--- config.mk ---
export PLATFORM = sky130hd
export DESIGN_NAME = axil_reg_frontend
export DESIGN_NICKNAME = d
export VERILOG_FILES = /design/src/rtl/ldmx_axil_pkg.sv /design/src/rtl/axil_timeout_cnt.sv /design/src/rtl/axil_reg_frontend.sv
export SDC_FILE = /design/constraint.sdc
export NUM_CORES = 1
export LEC_CHECK = 0
export CAP_MARGIN = 20
export CORE_ASPECT_RATIO = 0.6
export CORE_MARGIN = 2
export CORE_UTILIZATION = 42
export CTS_BUF_LIST = sky130_fd_sc_hd__clkbuf_8
export DETAILED_ROUTE_END_ITERATION = 6
export GPL_TIMING_DRIVEN = 0
export PLACE_DENSITY = 0.84
export RECOVER_POWER = 50
export SYNTH_ARGS = -nofsm -noshare
export SYNTH_HDL_FRONTEND = slang
export SYNTH_SLANG_ARGS = --single-unit
export TNS_END_PERCENT = 30
--- constraint.sdc ---
create_clock -name axilClk -period 10.15 [get_ports axilClk]
set_input_delay 2.03 -clock axilClk [delete_from_list [all_inputs] [get_ports axilClk]]
set_output_delay 2.03 -clock axilClk [all_outputs]
set_load 0.01 [all_outputs]
--- src/rtl/ldmx_axil_pkg.sv ---
// Shared AXI-Lite definitions for the LDMX register front ends:
// response codes, default error read data and the front-end FSM encoding.
package ldmx_axil_pkg;

  localparam logic [1:0]  AXI_RESP_OKAY   = 2'b00;
  localparam logic [1:0]  AXI_RESP_SLVERR = 2'b10;
  localparam logic [1:0]  AXI_RESP_DECERR = 2'b11;
  localparam logic [31:0] AXIL_ERR_DATA   = 32'hDEADBEEF;

  typedef enum logic [2:0] {
    ST_IDLE    = 3'd0,
    ST_WR_ACC  = 3'd1,
    ST_WR_RESP = 3'd2,
    ST_RD_ACC  = 3'd3,
    ST_RD_RESP = 3'd4
  } axil_state_e;

  // Response for a finished access: no ack means the timer expired.
  function automatic logic [1:0] acc_resp(input logic ack, input logic err);
    logic [1:0] resp;
    if (!ack) begin
      resp = AXI_RESP_DECERR;
    end else if (err) begin
      resp = AXI_RESP_SLVERR;
    end else begin
      resp = AXI_RESP_OKAY;
    end
    return resp;
  endfunction

endpackage

--- src/rtl/axil_timeout_cnt.sv ---
// 8-bit access timer: cleared when an access starts, counts waiting cycles,
// flags the terminal count so the front end can abort the access.
module axil_timeout_cnt #(
  parameter int TERM = 255
) (
  input  logic axilClk,
  input  logic axilRst,
  input  logic clr,
  input  logic en,
  output logic tc
);

  logic [7:0] cnt_r;

  // Wait-cycle counter; saturates at the terminal count.
  always_ff @(posedge axilClk or posedge axilRst) begin
    if (axilRst) begin
      cnt_r <= 8'd0;
    end else if (clr) begin
      cnt_r <= 8'd0;
    end else if (en && !tc) begin
      cnt_r <= cnt_r + 8'd1;
    end
  end

  assign tc = (cnt_r == 8'(TERM));

endmodule

--- src/rtl/axil_reg_frontend.sv ---
// AXI-Lite slave that converts one access at a time into a level strobe /
// ack handshake towards the register mux, with a bounded ack timeout.
module axil_reg_frontend
  import ldmx_axil_pkg::*;
#(
  parameter int          ADDR_W   = 18,
  parameter int          TIMEOUT  = 255,
  parameter logic [31:0] ERR_DATA = AXIL_ERR_DATA
) (
  input  logic              axilClk,
  input  logic              axilRst,
  input  logic [31:0]       axilReadMaster_araddr,
  input  logic              axilReadMaster_arvalid,
  input  logic              axilReadMaster_rready,
  output logic              axilReadSlave_arready,
  output logic [31:0]       axilReadSlave_rdata,
  output logic [1:0]        axilReadSlave_rresp,
  output logic              axilReadSlave_rvalid,
  input  logic [31:0]       axilWriteMaster_awaddr,
  input  logic              axilWriteMaster_awvalid,
  input  logic [31:0]       axilWriteMaster_wdata,
  input  logic [3:0]        axilWriteMaster_wstrb,
  input  logic              axilWriteMaster_wvalid,
  input  logic              axilWriteMaster_bready,
  output logic              axilWriteSlave_awready,
  output logic              axilWriteSlave_wready,
  output logic [1:0]        axilWriteSlave_bresp,
  output logic              axilWriteSlave_bvalid,
  output logic [ADDR_W-1:0] reg_addr,
  output logic [31:0]       reg_wdata,
  output logic [3:0]        reg_wstrb,
  output logic              reg_wstr,
  output logic              reg_rstr,
  input  logic              reg_ack,
  input  logic              reg_err,
  input  logic [31:0]       reg_rdata
);

  axil_state_e       state_r, state_nxt_s;
  logic              arready_r, arready_nxt_s;
  logic              awready_r, awready_nxt_s;
  logic              wready_r, wready_nxt_s;
  logic              rvalid_r, rvalid_nxt_s;
  logic [31:0]       rdata_r, rdata_nxt_s;
  logic [1:0]        rresp_r, rresp_nxt_s;
  logic              bvalid_r, bvalid_nxt_s;
  logic [1:0]        bresp_r, bresp_nxt_s;
  logic [ADDR_W-1:0] reg_addr_r, reg_addr_nxt_s;
  logic [31:0]       reg_wdata_r, reg_wdata_nxt_s;
  logic [3:0]        reg_wstrb_r, reg_wstrb_nxt_s;
  logic              reg_wstr_r, reg_wstr_nxt_s;
  logic              reg_rstr_r, reg_rstr_nxt_s;
  logic              tmo_clr_s, tmo_en_s, tmo_tc_s;
  logic              wr_hs_s, rd_hs_s;
  logic              unused_s;

  // Byte lanes and bits above the register window carry no meaning here.
  assign unused_s = ^{axilReadMaster_araddr[31:ADDR_W+2], axilReadMaster_araddr[1:0],
                      axilWriteMaster_awaddr[31:ADDR_W+2], axilWriteMaster_awaddr[1:0]};

  // Readies are registered, so a handshake completes on the edge after they rise.
  assign wr_hs_s = awready_r && wready_r && axilWriteMaster_awvalid && axilWriteMaster_wvalid;
  assign rd_hs_s = arready_r && axilReadMaster_arvalid;

  axil_timeout_cnt #(.TERM(TIMEOUT)) u_tmo (
    .axilClk (axilClk),
    .axilRst (axilRst),
    .clr     (tmo_clr_s),
    .en      (tmo_en_s),
    .tc      (tmo_tc_s)
  );

  // Next-state and next-output decode for the access FSM.
  always_comb begin
    state_nxt_s     = state_r;
    arready_nxt_s   = 1'b0;
    awready_nxt_s   = 1'b0;
    wready_nxt_s    = 1'b0;
    rvalid_nxt_s    = rvalid_r;
    rdata_nxt_s     = rdata_r;
    rresp_nxt_s     = rresp_r;
    bvalid_nxt_s    = bvalid_r;
    bresp_nxt_s     = bresp_r;
    reg_addr_nxt_s  = reg_addr_r;
    reg_wdata_nxt_s = reg_wdata_r;
    reg_wstrb_nxt_s = reg_wstrb_r;
    reg_wstr_nxt_s  = reg_wstr_r;
    reg_rstr_nxt_s  = reg_rstr_r;
    tmo_clr_s       = 1'b0;
    tmo_en_s        = 1'b0;
    case (state_r)
      ST_IDLE: begin
        if (wr_hs_s) begin
          state_nxt_s     = ST_WR_ACC;
          reg_wstr_nxt_s  = 1'b1;
          reg_addr_nxt_s  = axilWriteMaster_awaddr[ADDR_W+1:2];
          reg_wdata_nxt_s = axilWriteMaster_wdata;
          reg_wstrb_nxt_s = axilWriteMaster_wstrb;
          tmo_clr_s       = 1'b1;
        end else if (rd_hs_s) begin
          state_nxt_s    = ST_RD_ACC;
          reg_rstr_nxt_s = 1'b1;
          reg_addr_nxt_s = axilReadMaster_araddr[ADDR_W+1:2];
          tmo_clr_s      = 1'b1;
        end else if (awready_r || wready_r || arready_r) begin
          // Ready was offered but the master withdrew; drop it and re-arbitrate.
          state_nxt_s = ST_IDLE;
        end else if (axilWriteMaster_awvalid && axilWriteMaster_wvalid) begin
          awready_nxt_s = 1'b1;
          wready_nxt_s  = 1'b1;
        end else if (axilReadMaster_arvalid) begin
          arready_nxt_s = 1'b1;
        end else begin
          state_nxt_s = ST_IDLE;
        end
      end
      ST_WR_ACC: begin
        tmo_en_s = !reg_ack;
        if (reg_ack || tmo_tc_s) begin
          state_nxt_s    = ST_WR_RESP;
          reg_wstr_nxt_s = 1'b0;
          bvalid_nxt_s   = 1'b1;
          bresp_nxt_s    = acc_resp(reg_ack, reg_err);
        end else begin
          state_nxt_s = ST_WR_ACC;
        end
      end
      ST_RD_ACC: begin
        tmo_en_s = !reg_ack;
        if (reg_ack || tmo_tc_s) begin
          state_nxt_s    = ST_RD_RESP;
          reg_rstr_nxt_s = 1'b0;
          rvalid_nxt_s   = 1'b1;
          rresp_nxt_s    = acc_resp(reg_ack, reg_err);
          rdata_nxt_s    = reg_ack ? reg_rdata : ERR_DATA;
        end else begin
          state_nxt_s = ST_RD_ACC;
        end
      end
      ST_WR_RESP: begin
        if (axilWriteMaster_bready) begin
          state_nxt_s  = ST_IDLE;
          bvalid_nxt_s = 1'b0;
          bresp_nxt_s  = AXI_RESP_OKAY;
        end else begin
          state_nxt_s = ST_WR_RESP;
        end
      end
      ST_RD_RESP: begin
        if (axilReadMaster_rready) begin
          state_nxt_s  = ST_IDLE;
          rvalid_nxt_s = 1'b0;
          rdata_nxt_s  = 32'd0;
          rresp_nxt_s  = AXI_RESP_OKAY;
        end else begin
          state_nxt_s = ST_RD_RESP;
        end
      end
      default: begin
        state_nxt_s    = ST_IDLE;
        rvalid_nxt_s   = 1'b0;
        rdata_nxt_s    = 32'd0;
        rresp_nxt_s    = AXI_RESP_OKAY;
        bvalid_nxt_s   = 1'b0;
        bresp_nxt_s    = AXI_RESP_OKAY;
        reg_wstr_nxt_s = 1'b0;
        reg_rstr_nxt_s = 1'b0;
      end
    endcase
  end

  // State and registered outputs; reset abandons any access in flight.
  always_ff @(posedge axilClk or posedge axilRst) begin
    if (axilRst) begin
      state_r     <= ST_IDLE;
      arready_r   <= 1'b0;
      awready_r   <= 1'b0;
      wready_r    <= 1'b0;
      rvalid_r    <= 1'b0;
      rdata_r     <= 32'd0;
      rresp_r     <= 2'b00;
      bvalid_r    <= 1'b0;
      bresp_r     <= 2'b00;
      reg_addr_r  <= '0;
      reg_wdata_r <= 32'd0;
      reg_wstrb_r <= 4'd0;
      reg_wstr_r  <= 1'b0;
      reg_rstr_r  <= 1'b0;
    end else begin
      state_r     <= state_nxt_s;
      arready_r   <= arready_nxt_s;
      awready_r   <= awready_nxt_s;
      wready_r    <= wready_nxt_s;
      rvalid_r    <= rvalid_nxt_s;
      rdata_r     <= rdata_nxt_s;
      rresp_r     <= rresp_nxt_s;
      bvalid_r    <= bvalid_nxt_s;
      bresp_r     <= bresp_nxt_s;
      reg_addr_r  <= reg_addr_nxt_s;
      reg_wdata_r <= reg_wdata_nxt_s;
      reg_wstrb_r <= reg_wstrb_nxt_s;
      reg_wstr_r  <= reg_wstr_nxt_s;
      reg_rstr_r  <= reg_rstr_nxt_s;
    end
  end

  assign axilReadSlave_arready  = arready_r;
  assign axilReadSlave_rdata    = rdata_r;
  assign axilReadSlave_rresp    = rresp_r;
  assign axilReadSlave_rvalid   = rvalid_r;
  assign axilWriteSlave_awready = awready_r;
  assign axilWriteSlave_wready  = wready_r;
  assign axilWriteSlave_bresp   = bresp_r;
  assign axilWriteSlave_bvalid  = bvalid_r;
  assign reg_addr               = reg_addr_r;
  assign reg_wdata              = reg_wdata_r;
  assign reg_wstrb              = reg_wstrb_r;
  assign reg_wstr               = reg_wstr_r;
  assign reg_rstr               = reg_rstr_r;

endmodule

==> summary.txt, run 1 <==
outcome - finished with violations
failing checks - capacitance limit, slew limit
TritonRoute pass-1 iters - 4
count leader, synth - dfrtp_1
CTS tree - done
Port Buffer Count - 209
Worst VDD drop - 125 uV
GP Congestion - 0.856
Vias/cell - 5.13
Initial Utilization - 43.7%
Yosys reg bits - 107
clock latency on the worst-skew pair - 0.36 ns
CTS clk-pin slew, worst paths - 0.10 ns
Clock Skew - 0.0130 ns
CTS Buf Count - 9
Worst Path Arrival - 4.15 ns
largest net degree at the start of global routing - 67
area leader, netlist - dfrtp_1
Fin. Hold Viols - 0
DRC - 0
ant diodes - 0
Worst Path Max Fanout - 10
Yosys warning count - 0
initial antenna violation count - 0
Cell variety after synth - 42
syn avg cell area - 12.7 sq um
Max Clock Freq - 257 MHz
Syn Nets - 511
setup_tns - 0 ns
wire per inst - 17.4 microns
hpwl dp - 9.88 mm
Critical Path Source Type - input port
share of the synthesized area in the top cell type - 57.3%
grt ovf - 0
clock root buffer - clkbuf_8
period utilization - 38.4%
Post-synth top cells - dfrtp_1 (107), a22o_1 (33), mux2_4 (30)
Post-synth EDFFs - 0
die width - 140 microns
# hold bufs at CTS - 0
Top Ports - 238
Slew Viols, Final - 42
Synth Instances - 369
Cell Area, Synth - 4670 sq um
Worst EP required - 10.40 ns
Synth area leaders - dfrtp_1 (57%), mux2_4 (9.6%), a22o_1 (6.2%)
Rows - 29
Vert. Die Dim - 85.7 microns
Hold WC Path Type - reg -> reg
Slew HR - -30.3%
number of global-route vias before repair - 3926
core area - 10700 sq um
reg2reg setup slack - 7.45 ns
layout filler cell count - 829
Critical Path End Type - flop
DIE AREA - 12000 sq um
routed wire length - 12.8 mm
Tmin final - 3.90 ns
PwrDens - 241 nW/um^2
clk sink count - 107
Via Count - 3758
# Post-CTS Setup Buffers - 0
maxcap violations - 1
clk buf depth - 2
CTS resizes - 0
LEAKAGE - 3.19 nW
kind of critical path - in -> reg
ys async rst share - 100%
Seq/Total Area, Yosys - 57.3%
layout cells sized above 1 - 6.40%
Worst-Margin Slew - 1.94 ns
final design utilization - 65.6%
nets - 732
endpoints failing setup - 0
Post-DRT Antenna Nets - 0
RSZ-0062 raised after global routing - false
dominant synthesized flop cell - dfrtp_1
Area Growth Syn to Fin - 50.3%
GRT Total Usage - 21.7%
first-pass GRT wire length - 20.3 mm
htree depth - 3
Initial DRC Count - 220
==> area by class of cell <==
class                   instances  area, sq um  share of cell area [%]
inverters                       3         12.5                   0.178
repair buffers                210         2120                    30.2
plain buffers                  24          103                    1.46
clock inverters                 5         62.6                   0.891
well taps                     139          174                    2.48
multi-input cells             235         1740                    24.7
flip-flops and latches        107         2680                    38.1
clock buffers                  10          138                    1.96
==> worst max-delay path: stages <==
cell	delay, ns
dlygate4sd3_1	0.55
nand3_1	0.16
or2_1	0.12
clkbuf_1	0.35
clkbuf_1	0.54
mux2_1	0.39
==> through the flow <==
step                setup slack (ns)  hold WS [ns]  instances  total power, mW  area, sq um
floorplan                       5.30         0.486        369             1.03         4670
global placement                3.82         0.468        717             1.45         6940
detailed placement              6.14         0.469        718             1.48         6970
CTS                             6.46         0.491        733             1.75         7170
global route                    6.10         0.507        733             1.79         7020
finish                          6.25         0.491        733             1.70         7020
==> placed cells by master (no fill, tap or decap), drive strengths merged, types with 2 or more instances in the layout <==
cell type / n
a21oi: 5
nor2: 14
mux2i: 21
xor2: 2
nand2: 28
and3: 3
xnor2: 2
a21o: 2
clkdlybuf4s50: 205
mux2: 36
or3: 2
nor2b: 6
nor3b: 2
clkbuf: 23
buf: 12
nor4: 4
clkinvlp: 3
dfrtp: 107
inv: 3
dlygate4sd3: 4
a22o: 33
nand3: 5
o211ai: 2
nand2b: 28
o21ai: 24
nand4: 3
==> final timing paths <==
check / start / to / depth (start not counted)
worst max-delay path: axilWriteMaster_wvalid / reg_wdata[13] / 6
worst min-delay path: reg_addr[5] / reg_addr[5] / 2
worst max register to register: u_tmo.cnt_r[0] / axilReadSlave_rdata[23] / 6
worst min register to register: reg_addr[5] / reg_addr[5] / 2
max in group asynchronous: axilRst / axilReadSlave_rdata[3] / 3
min in group asynchronous: axilRst / reg_wdata[16] / 2
==> layer usage <==
metal | up-vias | wire length, microns | GRT usage, %
li1 | 1753 | - | -
met1 | 1855 | 5690 | 28.8
met2 | 130 | 6030 | 35.8
met3 | 20 | 798 | 5.47
met4 | 0 | 257 | 6.06
met5 | - | 0 | 0
==> kinds of logic (layout without fill, tap and decap cells) <==
group / after synthesis / in the layout / share of synthesized area [%]
mux: 57 / 57 / 15.6
buf+inv: 27 / 252 / 3.08
simple gates: 98 / 98 / 11.1
flops: 107 / 107 / 57.3
compound gates: 75 / 75 / 11.9
xor+xnor: 4 / 4 / 0.750
fa+ha+maj: 1 / 1 / 0.268
==> power breakdown <==
part | total [mW] | internal [mW] | switching (mW)
Combinational | 0.738 | 0.442 | 0.296
Sequential | 0.692 | 0.592 | 0.101
Clock | 0.265 | 0.121 | 0.144
Total | 1.70 | 1.15 | 0.541
==> registers in the layout, indices dropped and copies added (netlist names), 2 cells and up <==
name,count
axilReadSlave_rdata,32
axilReadSlave_rresp,2
axilWriteSlave_bresp,2
reg_addr,18
reg_wdata,32
reg_wstrb,4
state_r,3
u_tmo.cnt_r,8
(Power assumes the default switching activity.)
==> run 2: changes to the inputs <==
CORE_UTILIZATION = 37   (was 42)
PLACE_DENSITY = 0.78   (was 0.84)
clock period = 3.2 ns   (was 10.15 ns; I/O delays follow)
==> summary.txt, run 2 (synthesis gave the netlist of run 1 again) <==
Worst EP required - 3.45 ns
Max Clock Freq - 395 MHz
setup_tns - 0 ns
maxcap violations - 0
outcome - completed
GRT Total Usage - 19.5%
CTS resizes - 0
RSZ-0062 raised after global routing - false
total power - 5.38 mW
most common cell after layout, fill and taps aside - clkdlybuf4s50_1
GP Congestion - 0.789
Comb pwr share - 43.3%
Worst-Margin Slew - 1.33 ns
Top Ports - 238
CTS tree - done
CTS clk-pin slew, worst paths - 0.10 ns
endpoints failing setup - 0
Hold WC Path Type - reg -> reg
Worst VDD drop - 392 uV
number of global-route vias before repair - 3894
first-pass GRT wire length - 20.9 mm
ant diodes - 0
Rows - 31
DIE AREA - 13600 sq um
Hold Crit Start - reg_addr[2]
kind of critical path - in -> reg
CTS Buf Count - 9
clk buf depth - 2
layout cells sized above 1 - 6.53%
worst r2r src - u_tmo.cnt_r[0]
Fin. Hold Viols - 0
TritonRoute pass-1 iters - 4
clock share of power - 16.0%
Slew Viols, Final - 0
Critical Path End Type - flop
Vias/cell - 4.90
placed cell area - 7040 sq um
most frequent cells in the layout - clkdlybuf4s50_1 (202), dfrtp_1 (107), a22o_1 (33), nand2_1 (28), nand2b_1 (28)
Switching Share - 32.1%
Initial DRC Count - 106
DRC - 0
initial antenna violation count - 0
routed wire length - 12.9 mm
hpwl dp - 10.1 mm
Tmin final - 2.53 ns
clock latency on the worst-skew pair - 0.37 ns
nets - 734
Initial Utilization - 38.4%
clk sink count - 107
clock root buffer - clkbuf_8
Post-DRT Antenna Nets - 0
Vert. Die Dim - 91.1 microns
design area - 7080 sq um
die width - 149 microns
NetSw - 1.73 mW
Slew HR - 11.2%
Flop pwr share - 40.7%
Worst Path Max Fanout - 10
Clock Skew - 0.00762 ns
Critical Path Source Type - input port
final hold slack - 0.491 ns
PwrDens - 760 nW/um^2
Area Growth Syn to Fin - 51.4%
LEAKAGE - 3.21 nW
Port Buffer Count - 209
htree depth - 3
Via Count - 3731
period utilization - 79.2%
# hold bufs at CTS - 0
CP Launch Point - axilWriteMaster_wvalid
Worst Path Arrival - 2.79 ns
grt ovf - 0
largest net degree at the start of global routing - 44
# Post-CTS Setup Buffers - 0
wire per inst - 17.0 microns
core area - 12200 sq um
Internal - 3.65 mW
run 2: path summary, 6_finish.rpt:
path / end / depth (start not counted) / slack, ns
min: reg_addr[2] / 2 / 0.49
max in group asynchronous: axilWriteSlave_bvalid / 4 / 0.84
min reg2reg: reg_addr[2] / 2 / 0.49
min in group asynchronous: axilReadSlave_rdata[12] / 3 / 0.86
max: reg_wdata[14] / 6 / 0.67
max reg2reg: axilReadSlave_rdata[4] / 6 / 0.68
run 2: final cells by class:
class / instances / area [sq um]
flip-flops and latches: 107 / 2680
clock buffers: 10 / 138
multi-input cells: 235 / 1740
repair buffers: 212 / 2140
fillers: 1019 / 5100
clock inverters: 6 / 70.1
inverters: 3 / 12.5
well taps: 165 / 206
plain buffers: 24 / 103
run 2: routing by layer:
layer	global-route usage [%]	up-vias	part of all wire, %
li1	-	1759	-
met1	26.4	1841	45
met2	31.9	122	48
met3	4.97	9	7.1
met4	3.57	0	0.57
met5	0	-	0
run 2: worst max-delay path, cell delays in order:
cell and delay [ns]:
dlygate4sd3_1 0.56, nand3_1 0.16, or2_0 0.15, clkbuf_1 0.37
clkbuf_1 0.52, mux2_1 0.39
run 2: power groups by stage:
stage	Sequential, mW	Clock [mW]	Combinational [mW]
4_1_cts	2.20	0.891	2.51
5_1_grt	2.26	0.945	2.48
6_report	2.19	0.861	2.33
2_1_floorplan	2.42	0	0.861
3_3_place_gp	2.19	0	2.42
3_5_place_dp	2.23	0	2.49
run 2: per-stage QoR:
stage	setup slack, ns	instances	utilization [%]
after floorplan	1.27	369	-
after global placement	0.251	743	57.3
after detailed placement	0.562	746	57.8
after CTS	0.948	762	59.5
after global routing	0.423	762	58.1
final	0.666	762	58.1
